**config.mk**
```make
export PLATFORM = sky130hd
export DESIGN_NAME = frame_column_loader
export DESIGN_NICKNAME = d
export VERILOG_FILES = /design/src/rtl/frame_column_loader.sv
export SDC_FILE = /design/constraint.sdc
export NUM_CORES = 1
export LEC_CHECK = 0
export ABC_AREA = 0
export BUFFER_PORTS_ARGS = -buffer_cell sky130_fd_sc_hd__clkbuf_2
export CORE_ASPECT_RATIO = 1.2
export CORE_MARGIN = 1
export CORE_UTILIZATION = 40
export DETAILED_ROUTE_END_ITERATION = 16
export PLACE_DENSITY = 0.62
export REMOVE_ABC_BUFFERS = 1
export SYNTH_ARGS = -nofsm -noshare
export SYNTH_HDL_FRONTEND = slang
export SYNTH_SLANG_ARGS = --single-unit
```
**constraint.sdc**
```tcl
create_clock -name UserCLK -period 4.1 [get_ports UserCLK]
set_clock_uncertainty 0.1 [all_clocks]
set_input_delay 0 -clock UserCLK [delete_from_list [all_inputs] [get_ports UserCLK]]
set_output_delay 0 -clock UserCLK [all_outputs]
set_load 0.02 [all_outputs]
```
**src/rtl/frame_column_loader.sv**
```systemverilog
// Configuration frame loader for one fabric column: a header, NumRows data words, then a one-hot frame strobe.
// Optional checksum trailer word is enabled by defining FRAME_CRC_EN.
module frame_column_loader #(
  parameter int unsigned NumRows         = 8,
  parameter int unsigned FrameBitsPerRow = 32,
  parameter int unsigned MaxFramesPerCol = 20,
  parameter int unsigned StrobeCycles    = 2
) (
  input  logic                               UserCLK,
  input  logic                               resetn,
  input  logic [FrameBitsPerRow-1:0]         in_data,
  input  logic                               in_valid,
  output logic                               in_ready,
  input  logic                               abort,
  output logic [NumRows*FrameBitsPerRow-1:0] FrameData,
  output logic [MaxFramesPerCol-1:0]         FrameStrobe,
  output logic                               busy,
  output logic [15:0]                        frames_done,
  output logic                               err_sync,
  output logic                               err_frame,
  output logic                               err_crc
);

  localparam int unsigned RowW = (NumRows > 1) ? $clog2(NumRows) : 1;
  localparam int unsigned CntW = (StrobeCycles > 1) ? $clog2(StrobeCycles) : 1;
  localparam logic [7:0] SyncByte = 8'hFA;
  localparam logic [MaxFramesPerCol-1:0] StrobeOne = MaxFramesPerCol'(1);

  typedef enum logic [2:0] {
    IDLE,
    DATA,
`ifdef FRAME_CRC_EN
    CRC,
`endif
    STROBE,
    GAP
  } state_t;

  state_t          state;
  logic            live;
  logic [RowW-1:0] row;
  logic [CntW-1:0] cnt;
  logic [7:0]      idx;
  logic            accepting;
  logic            xfer;
`ifdef FRAME_CRC_EN
  logic [FrameBitsPerRow-1:0] crc;
`endif

  // Word acceptance: only in word-consuming states, never in reset or during abort
  always_comb begin
    accepting = (state == IDLE) || (state == DATA);
`ifdef FRAME_CRC_EN
    if (state == CRC) accepting = 1'b1;
`endif
  end

  assign in_ready = live && accepting && !abort;
  assign xfer     = in_valid && in_ready;
  assign busy     = (state != IDLE);

`ifndef FRAME_CRC_EN
  assign err_crc = 1'b0;
`endif

  always_ff @(posedge UserCLK or negedge resetn) begin
    if (!resetn) begin
      state       <= IDLE;
      live        <= 1'b0;
      row         <= '0;
      cnt         <= '0;
      idx         <= '0;
      FrameData   <= '0;
      FrameStrobe <= '0;
      frames_done <= '0;
      err_sync    <= 1'b0;
      err_frame   <= 1'b0;
`ifdef FRAME_CRC_EN
      err_crc     <= 1'b0;
      crc         <= '0;
`endif
    end else begin
      live      <= 1'b1;
      err_sync  <= 1'b0;
      err_frame <= 1'b0;
`ifdef FRAME_CRC_EN
      err_crc   <= 1'b0;
`endif
      if (abort) begin
        state       <= IDLE;
        FrameStrobe <= '0;
      end else begin
        case (state)
          IDLE: begin
            if (xfer) begin
              if (in_data[31:24] != SyncByte) begin
                err_sync <= 1'b1;
              end else if (in_data[7:0] >= 8'(MaxFramesPerCol)) begin
                err_frame <= 1'b1;
              end else begin
                idx   <= in_data[7:0];
                row   <= '0;
                state <= DATA;
`ifdef FRAME_CRC_EN
                crc   <= in_data;
`endif
              end
            end
          end
          DATA: begin
            if (xfer) begin
              for (int r = 0; r < int'(NumRows); r++) begin
                if (row == RowW'(r)) FrameData[r*FrameBitsPerRow +: FrameBitsPerRow] <= in_data;
              end
`ifdef FRAME_CRC_EN
              crc <= crc ^ in_data;
`endif
              if (row == RowW'(NumRows - 1)) begin
`ifdef FRAME_CRC_EN
                state <= CRC;
`else
                state       <= STROBE;
                cnt         <= '0;
                FrameStrobe <= StrobeOne << idx;
`endif
              end else begin
                row <= row + RowW'(1);
              end
            end
          end
`ifdef FRAME_CRC_EN
          CRC: begin
            if (xfer) begin
              if (in_data == crc) begin
                state       <= STROBE;
                cnt         <= '0;
                FrameStrobe <= StrobeOne << idx;
              end else begin
                err_crc <= 1'b1;
                state   <= IDLE;
              end
            end
          end
`endif
          STROBE: begin
            // Frame counts as committed once the strobe has run its full width
            if (cnt == CntW'(StrobeCycles - 1)) begin
              state       <= GAP;
              FrameStrobe <= '0;
              frames_done <= frames_done + 16'd1;
            end else begin
              cnt <= cnt + CntW'(1);
            end
          end
          GAP: begin
            state <= IDLE;
          end
          default: begin
            state       <= IDLE;
            FrameStrobe <= '0;
          end
        endcase
      end
    end
  end

endmodule

```
Word level (Yosys, flattened, before mapping). Index checks and enable logic that the tools add are counted.

Output and inout bits: 297. Input bits: 36. Flip-flop bits (word level): 310.

Add/sub/neg operators: 3. Bitwise gates (word level): 3. Reduce and logical (&&, ||, !) cells: 25. Muxes and demuxes: 32. Equality and inequality tests: 24. $lt $le $gt $ge: 1. Shift-type cells: 1.

Operators with widths (count): 2-to-1 mux 20 bit (4); case mux 20 bit (3 select lines) (1); AND reduction 4 bit (10); 2-to-1 mux 3 bit (12); left shift 1 x 8 -> 20 bit, first input constant (1); adder 16 x 1 -> 16 bit, second input constant (1); inequality test 3 bit, second input constant (5); == test 3 x 2 -> 1 bit, second input constant (4); == test 3 bit, second input constant (4); 2-to-1 mux 1 bit (12); inequality test 2 bit, second input constant (5); case mux 3 bit (3 select lines) (1); >= comparator 8 x 5 -> 1 bit, second input constant (1); inequality test 8 bit, second input constant (1); AND reduction 7 bit (1); == test 3 x 1 -> 1 bit, second input constant (2); zero test 3 bit (2); case mux 3 bit (2 select lines) (1); AND reduction 6 bit (1); AND reduction 5 bit (1); inequality test 2 x 1 -> 1 bit, second input constant (2); nonzero test 2 bit (2); adder 3 x 1 -> 3 bit, second input constant (1); logical AND 1 bit (3); other kinds (9) (11).

Depth between registers and ports, before layout. Gate-level depths: netlist of the first run.

Word-level depth: 8. Mapped depth: 7.

Least setup slack after synthesis of the first run. Ideal clock, no wire load.

Kind: reg-to-reg. Start point: reg live. End point: reg FrameData[10]. Period minus slack after synthesis: 2024 ps. Required time: 3875 ps. Cell stages (with the launch flop): 8. Arrival: 1799 ps. Path slack: 2076 ps. Library setup time: 125 ps. Cells stage by stage: dfrtp_1 -> and3b_1 -> clkbuf_1 -> and3_1 -> and2_1 -> clkbuf_1 -> buf_2 -> mux2_2.

Word-level cells in the longest chain between the ends: 4.

Ends and longest elaborated chain: start: declaration (RTL line 40) `logic live;`; start signal: assignment (RTL line 69) `live <= 1'b0;`; start signal: assignment (RTL line 83) `live <= 1'b1;`; logical AND 1 bit (2 in series) (RTL line 58) `assign in_ready = live && accepting && !abort;`; logical AND 1 bit (RTL line 59) `assign xfer = in_valid && in_ready;`; AND reduction 4 bit (no source line); end signal: indexed assignment (RTL line 113) `if (row == RowW'(r)) FrameData[r*FrameBitsPerRow +: FrameBitsPerRow] <= in_data;`; end: declaration (RTL line 15) `output logic [NumRows*FrameBitsPerRow-1:0] FrameData,`.

Every way passes these cells. A chain may end at the register's enable or synchronous reset.

Final worst setup path of the first run.
Start point: in in_data[7]. End point: reg state[1].

Word-level cells in the longest chain between the ends: 3.

Ends and longest elaborated chain: start: declaration (RTL line 11) `input logic [FrameBitsPerRow-1:0] in_data,`; >= comparator 8 x 5 -> 1 bit (RTL line 98) `end else if (in_data[7:0] >= 8'(MaxFramesPerCol)) begin`; inequality test 3 bit (no source line); AND reduction 6 bit (no source line); end signal: assignment (RTL line 90) `state <= IDLE;`; end signal: assignment (RTL line 103) `state <= DATA;`; end signal: assignment (RTL line 122) `state <= STROBE;`; end: declaration (RTL line 39) `state_t state;`.

Every way passes these cells.

==> results of run 1 <==
==> critical path, cell delays in order <==
cell           delay, ns
dlygate4sd3_1       0.54
clkbuf_2            0.18
or3_1               0.43
or4b_4              0.60
o211ai_1            0.22
dlygate4sd3_1       0.60
o211ai_1            0.09
dlygate4sd3_1       0.57
==> metrics by stage <==
step | util [%] | setup WS (ns) | power, µW
CTS | 52.42 | 1.265 | 6297
floorplan | - | 0.8098 | 3201
global placement | 47.67 | 1.369 | 3356
finish | 52.42 | 1.141 | 6211
global route | 52.42 | 1.082 | 6431
detailed placement | 47.67 | 1.298 | 3358
==> sequential cells by signal, summed over array words and instances, names as in the netlist <==
register,cells
cnt,1
row,3
idx,8
live,1
err_frame,1
state,2
err_sync,1
FrameStrobe,20
FrameData,256
frames_done,16
==> power by group through the flow <==
| stage | Sequential, µW | Clock [µW] | Combinational (µW) |
|---|---|---|---|
| finish | 3080 | 2890 | 239 |
| global route | 3080 | 3080 | 269 |
| CTS | 3080 | 2970 | 245 |
| floorplan | 3160 | 0 | 44.8 |
| detailed placement | 3140 | 0 | 219 |
| global placement | 3140 | 0 | 218 |
==> area by class of cell <==
class	instances	area [µm²]
fill	2612	14090
timing repair buffer	378	2135
multi-input combinational	429	4086
tap	390	488.0
sequential	309	7732
inverter	9	33.78
clock inverter	6	67.56
clock buffer	52	979.7
==> metal layers <==
layer / vias up / GRT usage [%] / share of wire [%]
li1: 3523 / - / -
met1: 4054 / 25.44 / 41
met2: 239 / 33.95 / 50
met3: 48 / 5.010 / 6.0
met4: 0 / 6.447 / 2.7
met5: - / 0 / 0
==> placed cells by master, fill, tap and decap left out, types with 12 or more instances in the layout <==
cell type,netlist,layout
mux2_1,13,13
dfrtp_1,309,309
dlygate4sd3_1,0,36
clkbuf_1,26,13
clkbuf_16,0,35
clkbuf_2,1,330
o31ai_1,12,12
nand2_1,34,34
mux2_2,249,249
xnor2_1,12,12
==> cell usage after synthesis (2+ instances only) <==
| cell type | instances |
|---|---|
| conb_1 | 2 |
| nand4_1 | 10 |
| clkbuf_1 | 26 |
| and2_1 | 3 |
| buf_2 | 12 |
| xnor2_1 | 12 |
| mux2_1 | 13 |
| and3_1 | 6 |
| o211ai_1 | 2 |
| nor4_1 | 2 |
| o31ai_1 | 12 |
| nand2_1 | 34 |
| mux2_2 | 249 |
| dfrtp_1 | 309 |
| nor2_1 | 9 |
| nor2b_1 | 3 |
| buf_1 | 4 |
| mux2i_1 | 4 |
| xor2_1 | 3 |
| ha_1 | 11 |
| nor3_1 | 4 |
| a21oi_1 | 3 |
| nor4b_1 | 2 |
| o41ai_1 | 8 |
| nand2b_1 | 7 |
| nand3_1 | 11 |
| inv_1 | 9 |
==> path summary, 6_finish.rpt <==
check / from / end / slack (ns) / cells after the start
setup / recovery: in_data[7] / state[1] / 1.14 / 8
min in group asynchronous: resetn / frames_done[12] / 0.07 / 2
setup reg to reg: state[1] / FrameData[45] / 1.32 / 5
hold reg to reg: frames_done[15] / frames_done[15] / 0.37 / 1
hold / removal: abort / state[0] / 0.04 / 4
max in group asynchronous: resetn / FrameData[113] / 2.81 / 3
==> kinds of logic after synthesis <==
| family | count (synthesis) |
|---|---|
| DFF | 309 |
| muxes | 266 |
| and+or+nand+nor | 101 |
| buffers and inverters | 54 |
| AOI/OAI and AO/OA | 34 |
| xor gates and xnor gates | 15 |
| adders and majority gates | 11 |
| other | 2 |
==> flow_summary.ini, run 1 <==
[worst_setup_path]
path_max_fanout = 10
critPathArrivalTime_ns = 3.23
start_kind = primary input
criticalPathCategory = primary input to flop
critPathCaptureType = flop
worstPathRequired_ns = 4.37

[cts]
postCtsSetupRepairBufs = 0
cts.clk_slew.worst_paths_ns = 0.06
clock_sinks = 309
htreeDepth = 2
clockRootBuffer = clkbuf_16
cts_resized = 0
numCtsBuffers = 34
hold_buffers = 36
cts_tree = done
clk_path_buf_depth = 3
clk_latency_ns = 0.49

[synth]
async_reset_ff_share_pct = 100.0
yosysWarnings = 0
synth_top_family_by_area = multiplexers
synthesis.instances = 792
synth_area_um2 = 12030
synth.distinct_cells = 49
yosys-top-cells-area = dfrtp_1 64%, mux2_2 23%, mux2_1 1.2%
synth_edf_count = 0
synthMuxAreaShare_pct = 24.85
yosysTopAreaCell = dfrtp_1
synth_compound_area_share_pct = 2.173
yosys_register_bits = 309
seq_area_frac_synth_pct = 64.27
yosysTopAreaCellShare_pct = 64.27
syn_area_per_cell_um2 = 15.19
synth-main-ff-cell = dfrtp_1
synth-simple-area-share_pct = 4.493
synth-xor-area-share_pct = 1.092
yosys.area_share.adder_pct = 1.144

[placed_design]
dpl.hpwl_mm = 20.57
placed_cells = 1479
finalWeightedCongestion = 0.7804
place_area_um2 = 14110
numPortBuffers = 331

[sta]
period_needed_ns = 2.959
finalCritPeriodShare_pct = 72.18
fmax_mhz = 337.9
whs_ns = 0.03942
grt_setup_unrepaired = no
hold_violations = 0
slew_violations = 0
slew_headroom_pct = 28.76
setup_violations = 0
fin_tns_setup_ns = 0
worst_pin_slew_ns = 1.069

[power_and_ir_drop]
pwr-share-seq_pct = 49.7
intPower_uw = 4858
ir_drop_uv = 307.1
pwr-share-comb_pct = 3.8
p_leak_uw = 0.008468
power_switching_uw = 1353
p_clk_share_pct = 46.5
powerDensity_nw_per_um2 = 400.1
sw_frac_of_total_pct = 21.78

[drt]
drt_first_pass_iters = 4
via_per_inst = 4.999
wl_per_cell_um = 19.54
detail-route-antenna-nets = 0
vias = 7864
routed_wl_mm = 30.74
drc = 0
drt_iter0_drc = 378

[run_status]
status = finished, final reports clean

[die]
start_util_pct = 40.63
coreArea_um2 = 29610
num_rows = 69
die_area_um2 = 30780
io_pins = 333
fp.dieH_um = 192.0
die_w_um = 160.3

[layout]
design_area_um2 = 15520
n_antenna_cell = 0
nets = 1208
layout.cells.non_filler = 1573
area_growth_pct = 29.01
drive_gt1_share_pct = 54.61

[global_routing]
grt_pass1_wl_mm = 47.82
grt_pass1_vias = 8137
grt_overflow = 0
grt_max_degree = 108
antenna_found_initial = 0
grt_use_total_pct = 20.14

[job]
cap_viol_max_count = 0

[worst_hold_path]
hold_class = primary input to flop
Note: power is estimated with default switching activity, not from simulation.
==> run 2: changes to the inputs <==
Settings changed: ABC_AREA 0 to 1, PLACE_DENSITY 0.62 to 0.64.
Clock period 4.1 ns to 2.4 ns, I/O delays scaled along.
==> flow_summary.ini, run 2 <==
[run_status]
status = finished, final reports clean

[worst_setup_path]
path_max_fanout = 46
reg2reg_depth = 10
r2r-start = state[0]
start_kind = flop
rr_endpoint = FrameData[232]
criticalPathCategory = flop to flop
worstPathRequired_ns = 2.70
crit_chain = inv_1, ha_1, inv_2, nand2_2, nand2_4, nor2_8, nand2_2, buf_4, nand2_1, o21ai_0
critPathArrivalTime_ns = 2.47
critPathCaptureType = flop
path_common_cell = nand2_2
r2r_slack_ns = 0.23
cpPeakStageDelay_ns = 0.41
slowest_stage = dfrtp_1

[global_routing]
antenna_found_initial = 0
grt_pass1_wl_mm = 52.91
grt_max_degree = 74
grt_pass1_vias = 9261
grt_use_total_pct = 22.00
grt_overflow = 0

[layout]
area_growth_pct = 29.35
reg_top3 = FrameData (256), FrameStrobe (20), frames_done (16)
nets = 1627
largest_reg_flops = 256
n_antenna_cell = 0
final_cell_mix = 364 x nand2_1, 330 x clkbuf_2, 309 x dfrtp_1
fill_cells = 2746
multi_input_area_um2 = 3626
layout_commonest_cell = nand2_1
layout.cells.non_filler = 1993
max_flop_register = FrameData
drive_gt1_share_pct = 26.45
register_area_um2 = 7732

[cts]
cts.clk_slew.worst_paths_ns = 0.06
cts_tree = done
clk_latency_ns = 0.55
clock_sinks = 309
clockRootBuffer = clkbuf_16
htreeDepth = 1
numCtsBuffers = 31
clk_path_buf_depth = 3
postCtsSetupRepairBufs = 0

[drt]
drc = 0
drt_first_pass_iters = 6
via_per_inst = 4.869
vias = 9704
routed_wl_mm = 33.80
wl_per_cell_um = 16.96
drt_iter0_drc = 700
detail-route-antenna-nets = 0

[placed_design]
pre_cts_slack_ns = 0.2549
numPortBuffers = 331
placed_cells = 1898
finalWeightedCongestion = 0.8228
dpl.hpwl_mm = 23.12

[synth]
yosysWarnings = 0
seq_area_frac_synth_pct = 64.62
synthesis.instances = 1205
async_reset_ff_share_pct = 100.0
synth_edf_count = 0
synth.distinct_cells = 31
ys_top_cells_by_count = 364 x nand2_1, 309 x dfrtp_1, 206 x o21ai_0
yosys-top-cells-area = dfrtp_1 65%, nand2_1 11%, o21ai_0 8.6%
synth_most_common_cell = nand2_1
synth-main-ff-cell = dfrtp_1
synth_area_um2 = 11970
syn_area_per_cell_um2 = 9.931
yosys_register_bits = 309
yosysTopAreaCellShare_pct = 64.62
yosysTopAreaCell = dfrtp_1

[power_and_ir_drop]
pwr-share-seq_pct = 46.0
power_switching_uw = 3784
intPower_uw = 9040
p_leak_uw = 0.008063
pwr-share-comb_pct = 17.2
powerDensity_nw_per_um2 = 828.5
sw_frac_of_total_pct = 29.51
ir_drop_uv = 545.4
p_clk_share_pct = 36.8

[die]
start_util_pct = 40.53
die_w_um = 159.9
coreArea_um2 = 29530
die_area_um2 = 30610
fp.dieH_um = 191.5
num_rows = 69
io_pins = 333

[worst_hold_path]
hp-start = in_data[4]
hold_class = primary input to flop
hold_path_depth = 4
min_to = idx[4]

[sta]
slew_headroom_pct = 60.15
slew_violations = 0
fin_tns_setup_ns = 0
hold_violations = 0
finalCritPeriodShare_pct = 90.41
whs_ns = 0.1240
setup_violations = 0
setup_slack_ns = 0.2301
period_needed_ns = 2.170
grt_setup_unrepaired = no
worst_pin_slew_ns = 0.5977
fmax_mhz = 460.9

[job]
cap_viol_max_count = 0
-- run 2: power groups by stage --
stage	clock network, µW	registers [µW]	logic [µW]
after floorplan	0	6400	824
after global placement	0	5970	2140
after detailed placement	0	5980	2170
after CTS	4840	5890	2230
after global routing	5060	5940	2440
final	4720	5890	2210
-- run 2: how the worst max path moves through the flow --
stage,to,depth (start not counted),slack (ns),from
2_1_floorplan,FrameStrobe[0],8,-0.37,state[1]
3_3_place_gp,idx[4],9,0.31,state[0]
3_5_place_dp,idx[2],9,0.25,state[0]
4_1_cts,idx[2],9,0.21,in_data[24]
5_1_grt,FrameData[209],10,0.01,state[0]
6_report,FrameData[232],10,0.23,state[0]
-- run 2: what timing repair did --
| item | CTS | global route |
|---|---|---|
| hold endpoints to repair | 516 | 0 |
| endpoints found under the setup margin | 0 | 1 |
| resized for setup | 0 | 1 |
| hold buffers | 39 | 0 |
-- run 2: kinds of logic (layout without fill, tap and decap cells) --
kind of cell               after synthesis  after routing  synth area share, %
xor gates and xnor gates                10             10               0.7319
buffers and inverters                  129            527                5.102
AOI/OAI and AO/OA                      288            288                12.07
adders and majority gates               11             11                1.150
and+or+nand+nor                        456            456                16.27
DFF                                    309            309                64.62
other                                    2              2              0.06276
-- run 2: layout make-up --
class	instances	area share [%]
Clock buffer	46	5.699
Multi-Input combinational cell	767	23.43
Sequential cell	309	49.96
Tap cell	390	3.153
Inverter	70	1.698
Timing Repair Buffer	401	15.36
Clock inverter	10	0.7113
-- run 2: critical path: cells and delay by family (launching register included) --
family	cells	cell delay, ns
and+or+nand+nor	5	0.65
buffers and inverters	3	0.50
DFF	1	0.41
adders and majority gates	1	0.23
AOI/OAI and AO/OA	1	0.11
-- run 2: metal layers --
| metal | vias up | GRT usage [%] | wire (µm) |
|---|---|---|---|
| met5 | - | 0 | 0 |
| met4 | 0 | 5.971 | 714 |
| met3 | 53 | 3.645 | 1963 |
| met2 | 335 | 37.29 | 16650 |
| met1 | 4647 | 29.28 | 14470 |
| li1 | 4669 | - | - |
-- run 2: metrics by stage --
step	util, %	instance area, µm²	power [µW]
after floorplan	-	11620	7223
after global placement	47.73	14090	8106
after detailed placement	47.73	14090	8150
after CTS	52.42	15480	12960
after global routing	52.42	15480	13440
final	52.42	15480	12820
==> run 3: changes to the inputs <==
Settings changed: ABC_AREA 1 to unset, GPL_TIMING_DRIVEN set to 0.
==> flow_summary.ini, run 3 (synthesis results as in run 1) <==
[run_status]
status = finished, final reports clean

[sta]
finalCritPeriodShare_pct = 96.34
grt_setup_unrepaired = yes
setup_violations = 0
period_needed_ns = 2.312
hold_violations = 0
slew_violations = 0
slew_headroom_pct = 48.93
worst_pin_slew_ns = 0.7661
fmax_mhz = 432.5

[die]
start_util_pct = 40.63
coreArea_um2 = 29610
die_area_um2 = 30780
die_w_um = 160.3
fp.dieH_um = 192.0
num_rows = 69
io_pins = 333

[layout]
reg_top3 = FrameData (256), FrameStrobe (20), frames_done (16)
postLayoutCoreUtil_pct = 53.75
layout_commonest_cell = clkbuf_2
max_flop_register = FrameData
n_antenna_cell = 0
largest_reg_flops = 256
nets = 1221
drive_gt1_share_pct = 55.89
final_cell_mix = 330 x clkbuf_2, 309 x dfrtp_1, 249 x mux2_2
design_area_um2 = 15920
layout.cells.non_filler = 1587
area_growth_pct = 32.29

[worst_setup_path]
crit_buf_inv = 3
cpPeakStageDelay_ns = 0.54
critPathCaptureType = flop
critPathTopFamily = buffers and inverters
worstPathRequired_ns = 2.68
criticalPathCategory = primary input to flop
critPathArrivalTime_ns = 2.59
crit_chain = dlygate4sd3_1, clkbuf_2, and3b_1, nand3_2, buf_12, mux2_2
start_kind = primary input
slowest_stage = dlygate4sd3_1
path_max_fanout = 21

[power_and_ir_drop]
totalPowerFinal_uw = 10820
ir_drop_uv = 596.2
p_leak_uw = 0.008648
powerDensity_nw_per_um2 = 679.8

[global_routing]
grt_pass1_wl_mm = 48.69
antenna_found_initial = 0
grt_busiest_layer = met2
grt_util_met2_pct = 34.70
grtUsageMet3_pct = 4.880
grt_use_total_pct = 20.51
use_met1_pct = 26.26
grt_overflow = 0
grt_max_degree = 112
grt_pass1_vias = 8104

[cts]
numCtsBuffers = 34
clk_latency_ns = 0.50
htreeDepth = 2
clk_path_buf_depth = 3
cts_tree = done
clock_sinks = 309
cts.clk_slew.worst_paths_ns = 0.06
clockRootBuffer = clkbuf_16

[drt]
drc = 0
via_per_inst = 5.003
drt_iter0_drc = 302
drt_first_pass_iters = 4
vias = 7940
detail-route-antenna-nets = 0
routed_wl_mm = 31.42
wl_per_cell_um = 19.80

[placed_design]
dpl.hpwl_mm = 21.28
finalWeightedCongestion = 0.8010
numPortBuffers = 331
placed_cells = 1484
place_area_um2 = 14330

[job]
cap_viol_max_count = 0

[worst_hold_path]
hold_class = primary input to async pin
[run 3: cell count changes in the layout (fill, tap and decap cells not counted), moves of 9 or more]
cell / previous run / this run
o31ai_1: 0 / 12
o21ai_1: 80 / 1
buf_4: 24 / 6
nand2_1: 364 / 34
mux2_1: 0 / 13
inv_1: 68 / 9
nor3_1: 12 / 3
mux2_2: 0 / 249
o21ai_0: 206 / 1
nor2_1: 31 / 9
nand3_1: 22 / 10
[run 3: metal layers]
metal  vias to the layer above  wire length, µm
li1                       3556                -
met1                      4095            13460
met2                       249            15400
met3                        40             1903
met4                         0              654
met5                         -                0
[run 3: stage by stage]
| stage | setup TNS [ns] | worst slack, ns | hold WS [ns] |
|---|---|---|---|
| after floorplan | -58.76 | -0.8902 | -0.3956 |
| after global placement | -2120.40 | -5.401 | 0.2448 |
| after detailed placement | -78.28 | -0.5835 | 0.03298 |
| after CTS | 0 | 0.02105 | 0.06631 |
| after global routing | -0.01894 | -0.006414 | 0.1086 |
| final | 0 | 0.08781 | 0.03725 |
[run 3: power breakdown]
group          total [µW]  internal, µW  switching, µW
registers            5270          5240           24.3
logic                 415           134            280
clock network        5140          3090           2040
[run 3: layout make-up]
| type | instances | area [µm²] |
|---|---|---|
| clock buffer | 53 | 1044 |
| inverter | 9 | 33.78 |
| timing repair buffer | 391 | 2429 |
| multi-input combinational | 429 | 4129 |
| fill | 2544 | 13700 |
| clock inverter | 6 | 61.31 |
| tap | 390 | 488.0 |
| sequential | 309 | 7732 |
[run 3: final timing paths]
path,startpoint,to,slack (ns),depth (start not counted)
setup reg to reg,live,FrameData[250],0.13,4
min in group UserCLK,in_data[12],FrameData[44],0.28,3
hold reg to reg,FrameStrobe[17],FrameStrobe[17],0.37,2
setup / recovery,abort,FrameData[250],0.09,6
hold / removal,resetn,frames_done[9],0.04,2
max in group asynchronous,resetn,FrameData[57],1.08,3
[run 3: what timing repair did]
action | CTS | global route
endpoints found under the hold margin | 354 | 0
setup buffers | 7 | 2
pin swaps | 3 | 1
gates resized for setup | 5 | 3
hold buffers | 35 | 0
setup endpoints to repair | 269 | 42
